<file path="config.mk">
export PLATFORM = sky130hd
export DESIGN_NAME = deserializer
export DESIGN_NICKNAME = d
export VERILOG_FILES = /design/src/rtl/deserializer_pkg.sv /design/src/rtl/deserializer.sv
export SDC_FILE = /design/constraint.sdc
export NUM_CORES = 1
export LEC_CHECK = 0
export BUFFER_PORTS_ARGS = -buffer_cell sky130_fd_sc_hd__buf_2
export CELL_PAD_IN_SITES_DETAIL_PLACEMENT = 0
export CELL_PAD_IN_SITES_GLOBAL_PLACEMENT = 1
export CORE_ASPECT_RATIO = 0.5
export CORE_MARGIN = 1.5
export CORE_UTILIZATION = 40
export CTS_CLUSTER_DIAMETER = 60
export DETAILED_ROUTE_END_ITERATION = 12
export PLACE_DENSITY = 0.76
export SLEW_MARGIN = 20
export SYNTH_ARGS = -nofsm -noshare
export SYNTH_HDL_FRONTEND = slang
export SYNTH_SLANG_ARGS = --single-unit
</file>
<file path="constraint.sdc">
create_clock -name clk -period 3 [get_ports clk]
set_input_delay 0.6 -clock clk [delete_from_list [all_inputs] [get_ports clk]]
set_output_delay 0.6 -clock clk [all_outputs]
set_load 0.02 [all_outputs]
</file>
<file path="src/rtl/deserializer_pkg.sv">
// Shared accelerator package: fixed-point word defaults and deserializer state encoding.
package deserializer_pkg;

  // Default width of one fixed-point word across the accelerator datapath.
  localparam int unsigned Q_SIZE_DEFAULT = 16;

  // One fixed-point word at the default accelerator width.
  typedef logic [Q_SIZE_DEFAULT-1:0] q_word_t;

  // IDLE: no words held (word_count == 0); FILL: 1..OUTPUT_SIZE-1 words held.
  typedef enum logic {
    ST_IDLE = 1'b0,
    ST_FILL = 1'b1
  } des_state_e;

endpackage : deserializer_pkg

</file>
<file path="src/rtl/deserializer.sv">
// Deserializer: assembles OUTPUT_SIZE serial fixed-point words into one packed vector.
//
// Ports
//   clk          : clock, all state updates on posedge
//   rst_n        : asynchronous active-low reset
//   serial_valid : serial_in carries a word this cycle
//   frame_start  : with serial_valid, marks the current word as element 0 of a new vector
//   serial_in    : serial word, element 0 first
//   error_clear  : synchronous clear of frame_error (a same-cycle new error wins)
//   data_out     : last completed vector, element 0 at index 0; held between completions
//   data_valid   : one-cycle pulse, data_out newly updated
//   word_count   : words accepted into the vector in progress
//   frame_error  : sticky, a partial vector was abandoned by frame_start
//
// OUTPUT_SIZE must be at least 2.
module deserializer
  import deserializer_pkg::*;
#(
  parameter int unsigned OUTPUT_SIZE = 4,
  parameter int unsigned Q_SIZE      = Q_SIZE_DEFAULT
) (
  input  logic                                  clk,
  input  logic                                  rst_n,
  input  logic                                  serial_valid,
  input  logic                                  frame_start,
  input  logic [Q_SIZE-1:0]                     serial_in,
  input  logic                                  error_clear,
  output logic [OUTPUT_SIZE-1:0][Q_SIZE-1:0]    data_out,
  output logic                                  data_valid,
  output logic [$clog2(OUTPUT_SIZE+1)-1:0]      word_count,
  output logic                                  frame_error
);

  localparam int unsigned CNT_W = $clog2(OUTPUT_SIZE + 1);

  des_state_e                             state_q, state_d;
  logic [CNT_W-1:0]                       cnt_q, cnt_d;
  logic [OUTPUT_SIZE-1:0][Q_SIZE-1:0]     shreg_q, shreg_d;
  logic [OUTPUT_SIZE-1:0][Q_SIZE-1:0]     dout_q, dout_d;
  logic                                   dv_q, dv_d;
  logic                                   err_q, err_d;

  // State and output registers.
  always_ff @(posedge clk or negedge rst_n) begin
    if (!rst_n) begin
      state_q <= ST_IDLE;
      cnt_q   <= '0;
      shreg_q <= '0;
      dout_q  <= '0;
      dv_q    <= 1'b0;
      err_q   <= 1'b0;
    end else begin
      state_q <= state_d;
      cnt_q   <= cnt_d;
      shreg_q <= shreg_d;
      dout_q  <= dout_d;
      dv_q    <= dv_d;
      err_q   <= err_d;
    end
  end

  // Next-state: accept, count, restart on frame_start, publish on the last word.
  always_comb begin
    state_d = state_q;
    cnt_d   = cnt_q;
    shreg_d = shreg_q;
    dout_d  = dout_q;
    dv_d    = 1'b0;
    err_d   = err_q;

    if (error_clear) begin
      err_d = 1'b0;
    end

    if (serial_valid) begin
      // Newest word enters at the top so element 0 lands at index 0 after a full vector.
      // A restart needs no flush: stale words are shifted out before the vector completes.
      shreg_d = {serial_in, shreg_q[OUTPUT_SIZE-1:1]};

      unique case (state_q)
        ST_IDLE: begin
          state_d = ST_FILL;
          cnt_d   = CNT_W'(1);
        end
        ST_FILL: begin
          if (frame_start) begin
            // Abandon the partial vector; this word becomes element 0. Set beats clear.
            err_d = 1'b1;
            cnt_d = CNT_W'(1);
          end else if (cnt_q == CNT_W'(OUTPUT_SIZE - 1)) begin
            dout_d  = shreg_d;
            dv_d    = 1'b1;
            cnt_d   = '0;
            state_d = ST_IDLE;
          end else begin
            cnt_d = cnt_q + CNT_W'(1);
          end
        end
        default: begin
          state_d = ST_IDLE;
          cnt_d   = '0;
        end
      endcase
    end
  end

  assign data_out    = dout_q;
  assign data_valid  = dv_q;
  assign word_count  = cnt_q;
  assign frame_error = err_q;

endmodule : deserializer

</file>
-- Yosys cells after proc, flatten, opt, wreduce, memory -nomap -nowiden
Cells that the tools add are included.
- bits in registers: 118
- bits of input ports: 21
- logic and storage cells: 30
- add/sub/neg operators: 1
- equal/unequal tests: 1
- mux-type cells: 14
- bitwise operators: 2
- reductions and logical operators: 1
- operator list (kind ; number):
    2-to-1 mux 1 bit ; 10
    2-to-1 mux 3 bit ; 2
    case mux 3 bit (2 select lines) ; 1
    AND reduction 4 bit ; 1
    adder 3 x 1 -> 3 bit (second input constant) ; 1
    equality test 3 x 2 -> 1 bit (second input constant) ; 1
    inverter 1 bit ; 2
    case mux 1 bit (2 select lines) ; 1

-- Logic depth before layout (Yosys ltp)
- word-level depth: 5
- gate-level depth with buffers: 6

-- Worst setup path after synthesis
Ideal clock, no wire load.
- path type: reg2reg
- start point: register cnt_q[0] (netlist: word_count[0])
- end point: register dout_q (netlist bit data_out[0])
- data arrival time: 1.557 ns
- data required time: 2.875 ns
- path slack: 1.317 ns
- stages on the path, launching flop included: 7
- path buffers: 2
- clock period less this slack: 1.683 ns
- cell sequence: dfrtp_1 ha_1 and2b_1 nand3_2 buf_6 buf_6 mux2_4
- word-level cells in the longest chain between the ends: 2
- RTL lines (item ; line ; text):
    start: declaration ; deserializer.sv:37 ; logic [CNT_W-1:0] cnt_q, cnt_d;
    start signal: assignment ; deserializer.sv:54 ; cnt_q <= cnt_d;
    equality test 3 x 2 -> 1 bit ; deserializer.sv:90 ; end else if (cnt_q == CNT_W'(OUTPUT_SIZE - 1)) begin
    AND reduction 4 bit (no source line) ; n/a ;
    end signal: assignment ; deserializer.sv:56 ; dout_q <= dout_d;
    end: declaration ; deserializer.sv:39 ; logic [OUTPUT_SIZE-1:0][Q_SIZE-1:0] dout_q, dout_d;
Every way passes these cells.
A chain may end at the register's enable or synchronous reset.

-- Worst setup path in the final report
- start point: register cnt_q[0] (netlist: word_count[0])
- end point: register dout_q (netlist bit data_out[54])
The elaborated chain is that of the path after synthesis.

==> results.py <==
metrics = {
    "power": {
        "leakage_nw": 2.86,
        "ir_drop_v": 0.000389,
        "powerDensity_nw_per_um2": 1110,
    },
    "cts": {
        "ctsLongestPathBuffers": 2,
        "cts_max_level": 4,
        "cts_setup_buffers": 0,
        "cts_tree": "yes",
        "worstSkewPairLatency_ps": 400,
        "root_buffer": "clkbuf_16",
        "cts_made_buffers": 17,
        "cts_sinks": 118,
        "cts_resized": 0,
        "path_clk_slew_ps": 50,
        "hold_buffers": 0,
    },
    "logic_synthesis": {
        "yosys-top-cells-count": "dfrtp_1 (118), mux2_2 (74), mux2_4 (38)",
        "synth_cell_types": 17,
        "yosys.cell_count.top_type": "dfrtp_1",
        "synth_area_um2": 4560,
        "netlist_instances": 259,
        "synth_enable_flop_cells": 0,
        "syn_area_per_cell_um2": 17.6,
        "synth_top_cell_area_share": 0.647,
        "yosys-top-cells-area": "dfrtp_1 (65%), mux2_2 (18%), mux2_4 (13%)",
        "yosys_most_used_dff": "dfrtp_1",
        "syn_nets": 281,
        "async_reset_ff_frac": 1.00,
        "ys_seq_area_frac": 0.647,
        "synth_top_area_cell": "dfrtp_1",
        "ys_seq_elements": 118,
        "synth_warnings": 0,
    },
    "floorplanning": {
        "dieArea_um2": 12100,
        "num_rows": 27,
        "die_w_um": 154,
        "io-pin-count": 90,
        "initial_core_util": 0.413,
        "die_y_um": 78.5,
        "coreArea_um2": 11000,
    },
    "flow_run": {
        "drv_cap": 0,
    },
    "detailed_routing": {
        "drc_errors": 0,
        "via_count": 2439,
        "drt_iter0_drc": 55,
        "drtAntennaViolNets": 0,
        "wl_per_cell_um": 15.6,
        "totalWireLength_mm": 8.07,
        "first_pass_iters": 4,
        "via_per_inst": 4.73,
    },
    "timing": {
        "tns_ps": 0,
        "fmax_mhz": 486,
        "min_period_ps": 2060,
        "hold_viol": 0,
        "finalMaxSlewViolations": 0,
        "slew_headroom": 0.519,
        "finalCritPeriodShare": 0.685,
        "skew_ps": 7.85,
        "final-setup-viol-count": 0,
        "grt_setup_unrepaired": "false",
        "tightest_slew_ps": 721,
    },
    "worst_setup_path": {
        "crit_type": "flip-flop to flip-flop",
        "cp.required_ps": 3290,
        "crit_slowest_cell": "dfrtp_1",
        "worst_ep_arrival_time_ps": 2340,
        "critPathLaunchType": "flip-flop",
        "reg2reg_to": "data_out[54]$_DFFE_PN0P_",
        "timing.rr.start": "word_count[0]$_DFFE_PN0P_",
        "worst-r2r-setup-slack_ps": 940,
        "cp_max_fo": 43,
        "critPathCaptureType": "flip-flop",
        "max_stage_delay_ps": 410,
        "r2r_cells": 5,
        "crit_chain": "ha_1 > and2b_1 > nand3_4 > buf_12 > mux2_2",
    },
    "global_route": {
        "grt_overflow": 0,
        "grt_pass1_wl_mm": 13.2,
        "grt_pass1_vias": 2546,
        "grt_start_max_net_pins": 57,
        "grt_antenna_before_repair": 0,
        "grt.total_usage": 0.143,
    },
    "layout": {
        "drive_above_1_share": 0.639,
        "nets": 380,
        "layoutNonFillerInstCount": 516,
        "antenna_cells": 0,
        "synthToLayoutAreaGrowth_pct": 27.2,
        "final_util": 0.525,
    },
    "min_path": {
        "hold_class": "input port to asynchronous set/reset pin",
    },
    "placement": {
        "dp_cells": 484,
        "gp_congestion": 0.748,
        "io_buffers": 89,
        "post-dp-hpwl_mm": 5.15,
    },
    "outcome": {
        "outcome": "finished, final reports clean",
    },
}
## cell usage in the layout, fill, tap and decap left out
cell,count
buf_4,3
nand3_4,1
mux2_2,74
o21a_1,2
o22ai_1,1
bufinv_16,4
buf_2,88
clkbuf_8,5
buf_12,2
and2b_2,1
o21ai_0,1
clkinv_2,3
clkbuf_1,2
clkinvlp_4,1
o211ai_1,1
mux2_4,38
inv_1,3
clkbuf_16,17
nand3_1,2
and2b_1,1
dfrtp_1,118
nand2b_1,1
a21boi_0,1
ha_1,1
## how the worst max path moves through the flow
stage,cells after the start,from,end,slack (ps)
final,5,word_count[0]$_DFFE_PN0P_,data_out[54]$_DFFE_PN0P_,940
after global placement,5,frame_start,data_out[62]$_DFFE_PN0P_,870
after global routing,5,word_count[0]$_DFFE_PN0P_,data_out[35]$_DFFE_PN0P_,850
after detailed placement,5,frame_start,data_out[54]$_DFFE_PN0P_,830
after floorplan,6,word_count[0]$_DFFE_PN0P_,data_out[0]$_DFFE_PN0P_,1320
after CTS,5,word_count[0]$_DFFE_PN0P_,data_out[33]$_DFFE_PN0P_,930
## layer usage
layer | share of wire | track usage | up-vias | wire length [µm]
li1 | - | - | 1110 | -
met1 | 0.45 | 0.176 | 1283 | 3660
met2 | 0.50 | 0.232 | 39 | 4060
met3 | 0.036 | 0.0497 | 7 | 288
met4 | 0.0084 | 0.0612 | 0 | 68
met5 | 0 | 0 | - | 0
## final cells by class
cell class / count / area, µm²
clock buffers: 24 / 502
clock inverters: 8 / 143
fillers: 918 / 5250
inverters: 3 / 11.3
multi-input cells: 125 / 1510
flip-flops and latches: 118 / 2950
well taps: 145 / 181
repair buffers: 93 / 503
## power by group
part	internal [mW]	switching [mW]
Combinational	0.874	0.955
Clock	1.50	0.674
Sequential	2.13	0.304
Total	4.50	1.93
## through the flow
step | cell area, µm² | total power, mW | worst slack (ps) | hold WS, ps
after global placement | 5160 | 4.25 | 872 | 485
final | 5800 | 6.44 | 944 | 207
after floorplan | 4560 | 3.65 | 1320 | 304
after detailed placement | 5160 | 4.32 | 828 | 488
after CTS | 5800 | 6.52 | 935 | 224
after global routing | 5800 | 6.75 | 845 | 246
## critical path: cells and delay by family, from the launching register on
| kind | cells | cell delay (ps) |
|---|---|---|
| simple gates | 2 | 570 |
| flops | 1 | 410 |
| mux | 1 | 380 |
| buf+inv | 1 | 330 |
| fa+ha+maj | 1 | 220 |
## kinds of logic (layout without fill, tap and decap cells)
logic type	Yosys count	in the layout	share of synthesized area
compound gates	6	6	0.00905
fa+ha+maj	1	1	0.00274
buf+inv	16	128	0.0236
flops	118	118	0.647
mux	112	112	0.308
simple gates	6	6	0.00933
## registers in the layout (all words and copies together), names as in the netlist
| name | cells |
|---|---|
| data_out | 64 |
| data_valid | 1 |
| shreg_q | 48 |
| word_count | 3 |
| frame_error | 1 |
| state_q | 1 |
Power figures use the tool's default switching activity.
